`config.mk`:
```
export PLATFORM = sky130hd
export DESIGN_NAME = pipe_mux_flat
export DESIGN_NICKNAME = d
export VERILOG_FILES = /design/src/rtl/pipe_mux_pkg.sv /design/src/rtl/pipe_mux_if.sv /design/src/rtl/pipe_mux_skid.sv /design/src/rtl/pipe_mux.sv /design/src/flat_wrapper.sv
export SDC_FILE = /design/constraint.sdc
export NUM_CORES = 1
export LEC_CHECK = 0
export ABC_CLOCK_PERIOD_IN_PS = 2910
export CORE_MARGIN = 4
export CORE_UTILIZATION = 37
export CTS_BUF_LIST = sky130_fd_sc_hd__clkbuf_4 sky130_fd_sc_hd__clkbuf_8
export CTS_CLUSTER_SIZE = 25
export DETAILED_ROUTE_END_ITERATION = 16
export PLACE_DENSITY = 0.95
export SLEW_MARGIN = 30
export SYNTH_ARGS = -nofsm -noshare
export SYNTH_HDL_FRONTEND = slang
export SYNTH_SLANG_ARGS = --single-unit
```
`constraint.sdc`:
```
create_clock -name clk -period 2.91 [get_ports clk]
set_clock_uncertainty 0.15 [all_clocks]
set_input_delay 0.291 -clock clk [delete_from_list [all_inputs] [get_ports clk]]
set_output_delay 0.291 -clock clk [all_outputs]
set_load 0.005 [all_outputs]
```
`src/rtl/pipe_mux_pkg.sv`:
```
// Shared constants and select-range helper for the pipelined N-way operand mux.
package pipe_mux_pkg;
   localparam int MAX_CH    = 16;
   localparam int DEF_WIDTH = 32;
   localparam int MAX_SEL_W = $clog2(MAX_CH);

   // Callers zero-extend their select to MAX_SEL_W before the check.
   function automatic logic sel_in_range(input logic [MAX_SEL_W-1:0] sel, input int n);
      return int'(sel) < n;
   endfunction
endpackage

```
`src/rtl/pipe_mux_if.sv`:
```
// Handshake and data bundle between operand sources, the mux stage and the ALU.
interface pipe_mux_if
   import pipe_mux_pkg::*;
#(
   parameter int WIDTH = DEF_WIDTH,
   parameter int N     = 4
);
   localparam int SEL_W = $clog2(N);

   logic [N*WIDTH-1:0] in_data;
   logic [SEL_W-1:0]   in_sel;
   logic               in_valid;
   logic               in_ready;
   logic               flush;
   logic [WIDTH-1:0]   out_data;
   logic               out_valid;
   logic               out_ready;
   logic               sel_err;

   modport master (
      output in_data, in_sel, in_valid, flush, out_ready,
      input  in_ready, out_data, out_valid, sel_err
   );

   modport slave (
      input  in_data, in_sel, in_valid, flush, out_ready,
      output in_ready, out_data, out_valid, sel_err
   );
endinterface

```
`src/rtl/pipe_mux_skid.sv`:
```
// One-entry skid register; zero-latency pass of stored beat, s_rdy is registered (empty).
module pipe_mux_skid
   import pipe_mux_pkg::*;
#(
   parameter int WIDTH = DEF_WIDTH
) (
   input  logic             clk,
   input  logic             rst_n,
   input  logic             flush,
   input  logic             s_vld,
   output logic             s_rdy,
   input  logic [WIDTH-1:0] s_dat,
   output logic             m_vld,
   input  logic             m_rdy,
   output logic [WIDTH-1:0] m_dat
);
   logic             vld_q, vld_d;
   logic [WIDTH-1:0] dat_q, dat_d;

   always_comb begin
      vld_d = vld_q;
      dat_d = dat_q;
      if (flush) begin
         vld_d = 1'b0;
      end else if (s_vld && !vld_q) begin
         vld_d = 1'b1;
         dat_d = s_dat;
      end else if (vld_q && m_rdy) begin
         vld_d = 1'b0;
      end
   end

   always_ff @(posedge clk or negedge rst_n) begin
      if (!rst_n) begin
         vld_q <= 1'b0;
         dat_q <= '0;
      end else begin
         vld_q <= vld_d;
         dat_q <= dat_d;
      end
   end

   assign s_rdy = !vld_q;
   assign m_vld = vld_q;
   assign m_dat = dat_q;
endmodule

```
`src/rtl/pipe_mux.sv`:
```
// Registered N-way operand select, one-cycle latency, valid/ready with flush and sticky sel_err.
// PIPE_MUX_SKID_EN adds a one-entry skid so in_ready is registered instead of following out_ready.
module pipe_mux
   import pipe_mux_pkg::*;
#(
   parameter int WIDTH = DEF_WIDTH,
   parameter int N     = 4
) (
   input  logic     clk,
   input  logic     rst_n,
   pipe_mux_if.slave bus
);
   localparam int SEL_W = $clog2(N);

   logic [WIDTH-1:0] sel_data;
   logic [WIDTH-1:0] load_data;
   logic [WIDTH-1:0] out_data_q, out_data_d;
   logic             out_valid_q, out_valid_d;
   logic             sel_err_q, sel_err_d;
   logic             accept;
   logic             out_free;
   logic             load_out;

   // Out-of-range selects match no channel and fall through to zero.
   always_comb begin
      sel_data = '0;
      for (int k = 0; k < N; k++) begin
         if (SEL_W'(k) == bus.in_sel) sel_data = bus.in_data[k*WIDTH +: WIDTH];
      end
   end

   assign out_free = !out_valid_q || bus.out_ready;

`ifdef PIPE_MUX_SKID_EN
   logic             skid_rdy;
   logic             skid_vld;
   logic [WIDTH-1:0] skid_dat;

   assign bus.in_ready = skid_rdy && !bus.flush;
   assign accept       = bus.in_valid && bus.in_ready;

   // A beat accepted while the output is stalled parks in the skid.
   pipe_mux_skid #(.WIDTH(WIDTH)) u_skid (
      .clk   (clk),
      .rst_n (rst_n),
      .flush (bus.flush),
      .s_vld (accept && !out_free),
      .s_rdy (skid_rdy),
      .s_dat (sel_data),
      .m_vld (skid_vld),
      .m_rdy (out_free),
      .m_dat (skid_dat)
   );

   assign load_out  = (skid_vld || accept) && out_free;
   assign load_data = skid_vld ? skid_dat : sel_data;
`else
   assign bus.in_ready = !bus.flush && out_free;
   assign accept       = bus.in_valid && bus.in_ready;
   assign load_out     = accept;
   assign load_data    = sel_data;
`endif

   always_comb begin
      out_valid_d = out_valid_q;
      out_data_d  = out_data_q;
      sel_err_d   = sel_err_q;
      if (bus.flush) begin
         out_valid_d = 1'b0;
         sel_err_d   = 1'b0;
      end else begin
         if (load_out) begin
            out_valid_d = 1'b1;
            out_data_d  = load_data;
         end else if (bus.out_ready) begin
            out_valid_d = 1'b0;
         end
         if (accept && !sel_in_range(MAX_SEL_W'(bus.in_sel), N)) sel_err_d = 1'b1;
      end
   end

   always_ff @(posedge clk or negedge rst_n) begin
      if (!rst_n) begin
         out_valid_q <= 1'b0;
         out_data_q  <= '0;
         sel_err_q   <= 1'b0;
      end else begin
         out_valid_q <= out_valid_d;
         out_data_q  <= out_data_d;
         sel_err_q   <= sel_err_d;
      end
   end

   assign bus.out_valid = out_valid_q;
   assign bus.out_data  = out_data_q;
   assign bus.sel_err   = sel_err_q;
endmodule
```
`src/flat_wrapper.sv`:
```
// flat-port wrapper written by rule: the top's interface ports become plain ports
module pipe_mux_flat import pipe_mux_pkg::*;
#(
   parameter int WIDTH = DEF_WIDTH,
   parameter int N     = 4
)
  (clk, rst_n, bus_in_data, bus_in_sel, bus_in_valid, bus_flush, bus_out_ready, bus_in_ready, bus_out_data, bus_out_valid, bus_sel_err);
  pipe_mux_if #(.WIDTH(WIDTH), .N(N)) bus_i ();
  input  logic clk;
  input  logic rst_n;
  input wire logic [$bits(bus_i.in_data)-1:0] bus_in_data;
  input wire logic [$bits(bus_i.in_sel)-1:0] bus_in_sel;
  input wire logic [$bits(bus_i.in_valid)-1:0] bus_in_valid;
  input wire logic [$bits(bus_i.flush)-1:0] bus_flush;
  input wire logic [$bits(bus_i.out_ready)-1:0] bus_out_ready;
  output wire logic [$bits(bus_i.in_ready)-1:0] bus_in_ready;
  output wire logic [$bits(bus_i.out_data)-1:0] bus_out_data;
  output wire logic [$bits(bus_i.out_valid)-1:0] bus_out_valid;
  output wire logic [$bits(bus_i.sel_err)-1:0] bus_sel_err;
  assign bus_i.in_data = bus_in_data;
  assign bus_i.in_sel = bus_in_sel;
  assign bus_i.in_valid = bus_in_valid;
  assign bus_i.flush = bus_flush;
  assign bus_i.out_ready = bus_out_ready;
  assign bus_in_ready = bus_i.in_ready;
  assign bus_out_data = bus_i.out_data;
  assign bus_out_valid = bus_i.out_valid;
  assign bus_sel_err = bus_i.sel_err;
  pipe_mux #(.WIDTH(WIDTH), .N(N)) u_core (.clk(clk), .rst_n(rst_n), .bus(bus_i));
endmodule
```
==> results.yml, run 1 <==
placement:
  dp_hpwl_mm: 5.69
  place.port_buffers: 168
  place_congestion: 0.778
  post_dp_cell_area_um2: 3870
sta:
  slew_headroom_pct: 49.8
  final.period_utilization_pct: 68.2
  max_freq_mhz: 504
  final.min_clock_period_ns: 1.98
  hold_viol: 0
  holdWs_ns: 0.358
  tightest_slew_ns: 0.754
  slew_viol_final: 0
  finalSetupViolCount: 0
  rsz0062_at_grt: "false"
  tns_ns: 0
drt:
  routed_via_density: 5.05
  wl_mm: 6.95
  wl_per_cell_um: 19.5
  antenna_left: 0
  detail_route.first_pass.iterations: 4
  route.detailed.drc: 0
  dr_total_vias: 1799
  detail_route.iter0.violations: 52
layout:
  diodes: 0
  final_cell_area_um2: 3980
  multi_input_area_um2: 1240
  final-seq-area_um2: 826
  layout_commonest_cell: "clkdlybuf4s50_1"
  drive_gt1_share_pct: 27.1
  fin_nets: 418
  fin_util_pct: 71.4
  fillers: 402
  final_cell_mix: "166 x clkdlybuf4s50_1, 33 x dfrtp_1, 30 x mux4_2, 30 x mux2_4, 7 x clkbuf_8"
  synthToLayoutAreaGrowth_pct: 84.5
floorplanning:
  core_um2: 5570
  initial_utilization_pct: 38.7
  pin_count: 170
  die_w_um: 84.4
  dieHeight_um: 84.4
  dieArea_um2: 7120
  rows: 27
synthesis:
  syn-num-nets: 249
  synthAdderAreaFrac_pct: 0
  synth-seq-cells: 33
  ys_types: 12
  ys_warn_count: 0
  yosys.area_share.simple_pct: 1.39
  syn_area_per_cell_um2: 18.9
  synth_area_leaders: "dfrtp_1 38%, mux4_2 31%, mux2_4 21%"
  synth-xor-area-share_pct: 0
  syn_area_um2: 2160
  synth_top_area_cell: "dfrtp_1"
  synth_top_family_by_area: "multiplexers"
  synth_top_area_share_pct: 38.3
  synth_compound_area_share_pct: 0
  synthMuxAreaShare_pct: 55.7
  syn_inst: 114
  ys_seq_area_share_pct: 38.3
global_routing:
  antenna_found_initial: 0
  overflow: 0
  grt_max_degree: 34
  track_usage_pct: 20.2
  grt_pass1_vias: 2235
  grt_pass1_wl_mm: 11.2
worst_setup_path:
  worstReg2RegEnd: "u_core.bus.out_data[15]"
  slowest_stage: "clkdlybuf4s50_1"
  critPathCapture: "bus_in_ready"
  r2r-start: "u_core.bus.out_valid"
  critPathRequiredTime_ns: 2.47
  crit_fanout: 3
  arrival_ns: 1.54
  crit_start: "bus_out_ready"
  cp_cell_sequence: "clkdlybuf4s50_1, nor2b_1, nor2_1, clkdlybuf4s50_1"
  critPathKind: "in2out"
  end_kind: "output port"
  r2r_cells: 4
  worstSetupStartpointType: "input pin"
  crit_top_cell: "clkdlybuf4s50_1"
  max_stage_delay_ns: 0.45
  reg2reg_setup_slack_ns: 1.17
min_path:
  hold_class: "reg2reg"
clock_network:
  clock_path_buffers: 2
  clkLatencyLatePin_ns: 0.27
  numCtsBuffers: 5
  clock-sinks: 33
  clkTransAtPathRegs_ns: 0.06
  clock_tree.htree_level_count: 2
  cts_root_buffer: "clkbuf_8"
  cts_tree: "done"
status:
  status: "completed"
run:
  cap_viol_max_count: 0
power:
  vdd_drop_max_mv: 0.211
  finalPower_mw: 1.69
  p_leak_nw: 1.58
  powerDensity_nw_per_um2: 424
[kinds of logic (layout without fill, tap and decap cells)]
kind of cell / count (synthesis) / in the layout
AND/OR/NAND/NOR: 5 / 5
flip-flops: 33 / 33
buffers and inverters: 11 / 181
multiplexers: 64 / 64
other: 1 / 1
[worst min path at each step]
| stage | start | endpoint | slack [ns] | cells after the start |
|---|---|---|---|---|
| after CTS | u_core.bus.out_data[19] | u_core.bus.out_data[19] | 0.36 | 1 |
| after floorplan | rst_n | u_core.bus.out_data[0] | -0.15 | 0 |
| after global placement | rst_n | u_core.bus.out_data[8] | 0.24 | 1 |
| after detailed placement | rst_n | u_core.bus.out_data[8] | 0.26 | 1 |
| final | u_core.bus.out_data[15] | u_core.bus.out_data[15] | 0.36 | 1 |
| after global routing | u_core.bus.out_data[12] | u_core.bus.out_data[12] | 0.38 | 1 |
[cell usage after synthesis, drive strengths merged]
cell type and instances:
mux4 32, conb 1, mux2 32, dfrtp 33, nor2b 1, clkbuf 3
nor2 3, buf 8, nor3b 1
[metrics by stage]
stage          worst slack [ns]  cells
2_1_floorplan              1.24    114
3_3_place_gp              0.820    347
3_5_place_dp              0.735    347
4_1_cts                   0.918    356
5_1_grt                   0.865    356
6_report                  0.925    356
[per-layer routing]
layer  GRT usage (%)  up-vias  routed length (µm)  part of all wire (%)
met4            5.61        0                  96                   1.4
li1                -      800                   -                     -
met2            41.0       95                4000                    58
met1            20.1      898                2310                    33
met5               0        -                   0                     0
met3            4.61        6                 537                   7.7
[critical path: cells and delay by family]
kind | cells | cell delay [ns]
and+or+nand+nor | 2 | 0.38
buffers and inverters | 2 | 0.86
[sequential cells by signal, indices dropped and copies added (netlist names)]
name,cells
u_core.bus.out_valid,1
u_core.bus.out_data,32
[power breakdown]
group	total, mW	switching [mW]	internal [mW]	leakage (nW)
sequential	0.617	0.0594	0.558	0.389
clock	0.378	0.164	0.214	0.0542
combinational	0.694	0.170	0.523	1.14
[layout make-up]
class / instances / area share [%]
Tap cell: 72 / 2.26
Clock buffer: 7 / 2.42
Clock inverter: 1 / 0.126
Timing Repair Buffer: 173 / 43.3
Sequential cell: 33 / 20.7
Multi-Input combinational cell: 70 / 31.2
[timing repair]
action	CTS	global route
setup buffers	0	0
hold buffers	1	0
resized for setup	0	0
endpoints found under the hold margin	33	0
Note: power is estimated with default switching activity, not from simulation.
==> run 2: changes to the inputs <==
ABC_CLOCK_PERIOD_IN_PS = 1800   (was 2910)
CORE_UTILIZATION = 31   (was 37)
PLACE_DENSITY = 0.85   (was 0.95)
clock period = 1.8 ns   (was 2.91 ns; I/O delays follow)
==> run 2 against run 1 <==
Core utilization decreased by 12 points. First-iteration DRC count decreased by 50%. Final cell count increased by 7.3%. Final area rose by 1.7%. Sequential power grew 61%. Worst setup slack lost 0.86 ns. Wire length down 5.7%. Combinational power is 63% higher. Largest power group unchanged. Non-clock buffer count grew 2. Sequential share of layout area fell by 0.34 points. Clock power increased by 41%.
==> results.yml, run 2 (synthesis results as in run 1) <==
drt:
  detail_route.iter0.violations: 26
  routed_via_density: 4.72
  wl_mm: 6.55
  antenna_left: 0
  detail_route.first_pass.iterations: 4
  dr_total_vias: 1803
  route.detailed.drc: 0
  wl_per_cell_um: 17.1
clock_network:
  clkTransAtPathRegs_ns: 0.07
  clock-sinks: 33
  clock_path_buffers: 2
  cts_setup_buffers: 0
  cts_tree: "done"
  cts_root_buffer: "clkbuf_8"
  numCtsBuffers: 5
  clock_tree.htree_level_count: 2
  clkLatencyLatePin_ns: 0.28
floorplanning:
  dieArea_um2: 8360
  pin_count: 170
  initial_utilization_pct: 31.8
  die_w_um: 91.4
  dieHeight_um: 91.4
  core_um2: 6790
  rows: 30
power:
  powerDensity_nw_per_um2: 656
  vdd_drop_max_mv: 0.291
  p_leak_nw: 1.60
sta:
  final.period_utilization_pct: 96.5
  slew_viol_final: 0
  slew_headroom_pct: 50.7
  max_freq_mhz: 576
  rsz0062_at_grt: "false"
  tightest_slew_ns: 0.740
  tns_ns: 0
  final.min_clock_period_ns: 1.74
  hold_viol: 0
  finalSetupViolCount: 0
global_routing:
  grt_max_degree: 34
  track_usage_pct: 15.8
  grt_pass1_wl_mm: 10.3
  overflow: 0
  antenna_found_initial: 0
  grt_pass1_vias: 2091
layout:
  fin_util_pct: 59.6
  diodes: 0
  drive_gt1_share_pct: 27.6
  final_cell_mix: "165 x clkdlybuf4s50_1, 33 x dfrtp_1, 30 x mux4_2, 30 x mux2_4, 5 x clkbuf_8"
  synthToLayoutAreaGrowth_pct: 87.6
  fin_nets: 420
  layout_commonest_cell: "clkdlybuf4s50_1"
  largest_register_ffs: 32
placement:
  dp_hpwl_mm: 5.34
  place_congestion: 0.733
  place.port_buffers: 168
worst_setup_path:
  r2r_cells: 4
  crit_fanout: 32
  critPathRequiredTime_ns: 1.82
  arrival_ns: 1.75
  end_kind: "flop"
  worstSetupStartpointType: "flop"
  critPathKind: "reg2reg"
run:
  cap_viol_max_count: 0
status:
  status: "completed"
min_path:
  hold_class: "in2async"
## run 2: changes by cell type in the layout (fill, tap and decap cells not counted), sizes merged
cell / before / now
buf: 6 / 8
clkbuf: 7 / 6
clkdlybuf4s50: 166 / 165
clkinv: 1 / 2
dlygate4sd2: 0 / 1
## run 2: power breakdown
part	total [mW]	leakage [nW]	internal [mW]	switching, mW
Sequential	0.993	0.389	0.902	0.0905
Combinational	1.13	1.17	0.857	0.275
Clock	0.534	0.0484	0.282	0.251
Total	2.66	1.60	2.04	0.616
## run 2: cell type report
| class | instances | area [µm²] |
|---|---|---|
| Sequential cell | 33 | 826 |
| Tap cell | 96 | 120 |
| Clock inverter | 2 | 10.0 |
| Clock buffer | 6 | 76.3 |
| Multi-Input combinational cell | 70 | 1240 |
| Timing Repair Buffer | 175 | 1780 |
| Fill cell | 547 | 2750 |
## run 2: path summary, 6_finish.rpt
check / startpoint / endpoint / slack [ns]
worst max-delay path: u_core.bus.out_valid / u_core.bus.out_data[15] / 0.06
worst min-delay path: rst_n / u_core.bus.out_data[15] / 0.35
worst max register to register: u_core.bus.out_valid / u_core.bus.out_data[15] / 0.06
worst min register to register: u_core.bus.out_data[6] / u_core.bus.out_data[6] / 0.36
max in group asynchronous: rst_n / u_core.bus.out_data[23] / 0.67
min in group clk: bus_in_valid / u_core.bus.out_valid / 0.36
## run 2: per-stage QoR
step           cell area [µm²]  power [mW]  instances  hold WS (ns)  setup slack [ns]
2_1_floorplan             2160        1.44        114        -0.266             0.133
3_3_place_gp              3950        2.12        373         0.129           -0.0623
5_1_grt                   4050        2.81        382         0.371          0.000302
4_1_cts                   4050        2.71        382         0.349            0.0454
3_5_place_dp              3950        2.15        373         0.140            -0.125
6_report                  4050        2.66        382         0.351            0.0630
## run 2: metal layers
metal	track usage (%)	part of all wire, %
met5	0	0
met4	3.02	0.37
met3	7.54	12
met2	29.1	52
met1	16.2	35
## run 2: timing repair
item / in CTS / in global routing
hold buffers: 1 / 0
resized for setup: 1 / 0
endpoints found under the hold margin: 33 / 0
endpoints found under the setup margin: 1 / 0
## run 2: critical path, stage by stage (launching register included)
cell,delay [ns]
dfrtp_1,0.38
nor2b_1,0.17
nor3b_4,0.23
buf_12,0.28
mux2_2,0.37
